[src/rtl/stream_fifo.sv]
// stream_fifo: valid/ready streaming FIFO with first-word-fall-through output,
// registered occupancy count, programmable almost-full/almost-empty flags and
// a synchronous flush.
//
// Ports:
//   clk          rising-edge clock
//   rst          asynchronous active-low reset, clears all state
//   flush        synchronous clear, wins over push and pop
//   in_valid     producer offers in_data
//   in_ready     FIFO not full (independent of out_ready)
//   in_data      write data
//   out_valid    FIFO not empty; out_data holds the oldest word
//   out_ready    consumer takes out_data this cycle
//   out_data     oldest stored word (combinational read, no bypass)
//   count        occupancy 0..DEPTH
//   almost_full  count >= AF_LEVEL
//   almost_empty count <= AE_LEVEL
module stream_fifo #(
  parameter int unsigned DEPTH    = 4,
  parameter int unsigned NBITS    = 16,
  parameter int unsigned AF_LEVEL = DEPTH - 1,
  parameter int unsigned AE_LEVEL = 1,
  parameter int unsigned CNT_W    = $clog2(DEPTH + 1)
) (
  input  logic             clk,
  input  logic             rst,
  input  logic             flush,
  input  logic             in_valid,
  output logic             in_ready,
  input  logic [NBITS-1:0] in_data,
  output logic             out_valid,
  input  logic             out_ready,
  output logic [NBITS-1:0] out_data,
  output logic [CNT_W-1:0] count,
  output logic             almost_full,
  output logic             almost_empty
);

  localparam int unsigned AW = $clog2(DEPTH);
  localparam int unsigned PW = AW + 1;

  logic [NBITS-1:0] mem_q [DEPTH];
  logic [PW-1:0]    w_ptr_q, w_ptr_d;
  logic [PW-1:0]    r_ptr_q, r_ptr_d;
  logic [CNT_W-1:0] count_q, count_d;
  logic             full, empty, push, pop;

  // Pointer MSB is a wrap bit: equal low bits with differing wrap bits means full.
  assign full  = (w_ptr_q[AW-1:0] == r_ptr_q[AW-1:0]) && (w_ptr_q[AW] != r_ptr_q[AW]);
  assign empty = (w_ptr_q == r_ptr_q);

  assign push = in_valid & ~full;
  assign pop  = out_ready & ~empty;

  assign in_ready     = ~full;
  assign out_valid    = ~empty;
  assign out_data     = mem_q[r_ptr_q[AW-1:0]];
  assign count        = count_q;
  assign almost_full  = (count_q >= CNT_W'(AF_LEVEL));
  assign almost_empty = (count_q <= CNT_W'(AE_LEVEL));

  // Next-state for pointers and count; flush overrides any handshake.
  always_comb begin
    w_ptr_d = w_ptr_q;
    r_ptr_d = r_ptr_q;
    count_d = count_q;
    if (flush) begin
      w_ptr_d = '0;
      r_ptr_d = '0;
      count_d = '0;
    end else begin
      if (push) w_ptr_d = w_ptr_q + PW'(1);
      if (pop)  r_ptr_d = r_ptr_q + PW'(1);
      if (push && !pop)      count_d = count_q + CNT_W'(1);
      else if (pop && !push) count_d = count_q - CNT_W'(1);
    end
  end

  // Control state register.
  always_ff @(posedge clk or negedge rst) begin
    if (!rst) begin
      w_ptr_q <= '0;
      r_ptr_q <= '0;
      count_q <= '0;
    end else begin
      w_ptr_q <= w_ptr_d;
      r_ptr_q <= r_ptr_d;
      count_q <= count_d;
    end
  end

  // Storage array; contents are don't-care after reset or flush.
  always_ff @(posedge clk) begin
    if (push && !flush) mem_q[w_ptr_q[AW-1:0]] <= in_data;
  end

endmodule

[config.mk]
export PLATFORM = sky130hd
export DESIGN_NAME = stream_fifo
export DESIGN_NICKNAME = d
export VERILOG_FILES = /design/src/rtl/stream_fifo.sv
export SDC_FILE = /design/constraint.sdc
export NUM_CORES = 1
export LEC_CHECK = 0
export BUFFER_PORTS_ARGS = -buffer_cell sky130_fd_sc_hd__buf_2
export CORE_MARGIN = 2
export CORE_UTILIZATION = 37
export CTS_CLUSTER_SIZE = 20
export DETAILED_ROUTE_END_ITERATION = 10
export HOLD_SLACK_MARGIN = 0.02
export SLEW_MARGIN = 10
export SYNTH_ARGS = -nofsm -noshare
export SYNTH_HDL_FRONTEND = slang
export SYNTH_SLANG_ARGS = --single-unit
[constraint.sdc]
create_clock -name clk -period 3.7 [get_ports clk]
set_input_delay 0.74 -clock clk [delete_from_list [all_inputs] [get_ports clk]]
set_output_delay 0.74 -clock clk [all_outputs]
set_load 0.02 [all_outputs]
==> results.cfg <==
[setup_path]
cp.required_ps = 2960
critPathSlowestCell = dfrtp_1
critPathKind = reg -> out
critPathMaxStageDelay_ps = 700
critPathTopFamily = flip-flops
cp_max_fo = 13
crit_chain = buf_4 -> mux4_1 -> buf_2
crit_path_end_kind = output pin
path_buf_inv = 2
start_kind = flop
worstPathArrival_ps = 2190

[clock_tree]
clockRootBuffer = clkbuf_8
cts.repair.resized = 0
insertion_delay_ps = 340
clock-sinks = 73
cts_tree = yes
cts_setup_buffers = 0
htreeDepth = 3
cts_buffers = 9
clk_pin_slew_ps = 70
clk_path_buf_depth = 2
hold_buffers = 0

[timing]
maxSlewViolCount = 0
holdWs_ps = 250
tns_ps = 0
finalSetupViolCount = 0
min_period_ps = 2930
clock_skew_ps = 9.13
hold_violations = 0
period_share_pct = 79.1
worstMarginPinSlew_ps = 549
fmax_mhz = 341
relSlewSlack_pct = 63.3
rsz0062_at_grt = false

[layout]
num-fill-cells = 715
syn_to_final_growth_pct = 19.3
fin_nets = 251
antenna_cells = 0
final_core_util_pct = 45.5
layout-drive-gt1-share_pct = 40.3
fin_cells = 331

[floorplan]
num_io_pins = 44
die_x_um = 95.8
coreArea_um2 = 8180
rows = 33
floorplan.initialDensity_pct = 38.1
die_h_um = 95.8
die_area_um2 = 9170

[power]
power_density_nw_per_um2 = 592
ir_worst_vdd_v = 0.000313
p_leak_nw = 1.35

[synthesis]
yosys.area.top_type = edfxtp_1
yosys.cell_count.top_type = edfxtp_1
yosysWarnings = 0
synth_area_leaders = edfxtp_1, mux4_2, dfrtp_1, ha_1, mux4_1
muxShareOfSynthArea_pct = 12.7
avgSynthCellArea_um2 = 18.8
synth_edf_count = 64
synth_common_cells = edfxtp_1, mux4_2, nor2_1, dfrtp_1, ha_1
synth_top_family_by_area = multiplexers
netlist_area_um2 = 3120
synthSimpleGateAreaFrac_pct = 4.22
synthCells = 166
synth_ff_type = edfxtp_1
synthXorXnorAreaFrac_pct = 4.34
synth_top_area_share_pct = 61.7
synthesis.nets = 196
yosysSeqAreaShare_pct = 68.9
synth.distinct_cells = 32
ys_ff_latch = 73
synth-adder-area-share_pct = 3.61
synth-compound-area-share_pct = 4.01
async_flop_share_pct = 12.3

[global_routing]
grt_usage_pct = 13.6
grt_overflow_total = 0
antenna_found_initial = 0
grt_pass1_vias = 1725
grt_max_degree = 17
grt_pass1_wl_mm = 8.99

[hold_path]
hp-class = in -> async

[detailed_routing]
wl_per_cell_um = 16.8
firstDrtPassIters = 4
dr_total_vias = 1609
drc_errors = 0
ant_nets = 0
drt_iter0_markers = 91
wl_mm = 5.57
viasPerCell = 4.86

[placement]
gp_congestion = 0.667
placed_cells = 315
portBuffers = 43
dp_hpwl_mm = 3.79

[run]
maxCapViolations = 0

[run_status]
outcome = finished, final reports clean
[power breakdown]
part           switching [mW]  total (mW)  internal [mW]
Clock                   0.300       0.685          0.385
Combinational           0.309       0.532          0.223
Sequential             0.0487       0.985          0.936
Total                   0.657        2.20           1.54
[cell usage in the layout (no fill, tap or decap), drive strengths merged, types with 2 or more instances in the layout]
master / n
xor2: 5
xnor2: 7
edfxtp: 64
nand3: 3
nor3b: 3
nand2: 4
ha: 9
o21ai: 3
clkbuf: 9
mux4: 16
a21oi: 7
bufinv: 2
buf: 50
dfrtp: 9
nor2: 12
mux2i: 2
inv: 11
[layout make-up]
class / instances / area (um2) / area share, %
Inverter: 8 / 30.0 / 0.808
Timing Repair Buffer: 50 / 268 / 7.20
Multi-Input combinational cell: 79 / 920 / 24.7
Clock buffer: 9 / 124 / 3.33
Sequential cell: 73 / 2150 / 57.7
Tap cell: 105 / 131 / 3.53
Clock inverter: 7 / 98.8 / 2.66
[path summary, 6_finish.rpt]
check | slack [ps] | cells after the start | end | startpoint
setup / recovery | 770 | 3 | out_data[2] | r_ptr_q[0]$_DFFE_PN0P_
hold / removal | 250 | 1 | count[1]$_DFFE_PN0P_ | rst
setup reg to reg | 1330 | 4 | mem_q[1][8]$_DFFE_PP_ | r_ptr_q[0]$_DFFE_PN0P_
hold reg to reg | 630 | 2 | count[0]$_DFFE_PN0P_ | count[0]$_DFFE_PN0P_
max in group asynchronous | 3260 | 1 | r_ptr_q[0]$_DFFE_PN0P_ | rst
min in group clk | 600 | 1 | mem_q[2][6]$_DFFE_PP_ | in_data[6]
[metal layers]
layer | track usage, % | up-vias | part of all wire (%)
met5 | 0 | - | 0
met4 | 3.93 | 0 | 0.43
met3 | 4.78 | 2 | 5.1
met2 | 22.7 | 44 | 51
met1 | 16.9 | 806 | 44
li1 | - | 757 | -
[worst register-to-register path, delay by kind of cell, from the launching register on]
family                 cells  cell delay (ps)
AND/OR/NAND/NOR            1              520
AO/OA/AOI/OAI              1              170
XOR/XNOR                   1              360
flip-flops                 1              700
buffers and inverters      1              330
[kinds of logic after synthesis]
| logic type | Yosys count |
|---|---|
| compound gates | 15 |
| xor+xnor | 12 |
| fa+ha+maj | 9 |
| buf+inv | 14 |
| flops | 73 |
| mux | 18 |
| simple gates | 25 |
[metrics by stage]
stage          power, mW  worst slack, ps  area (um2)
6_report            2.20              772        3720
5_1_grt             2.32              653        3720
4_1_cts             2.23              735        3720
3_5_place_dp        1.54             1120        3500
3_3_place_gp        1.53             1160        3500
2_1_floorplan       1.39             1050        3120
[flip-flops by register name (all words and copies together), names as in the netlist]
name,count
r_ptr_q,3
w_ptr_q,3
count,3
mem_q,64
No activity file was read; power rests on OpenSTA's default activity.
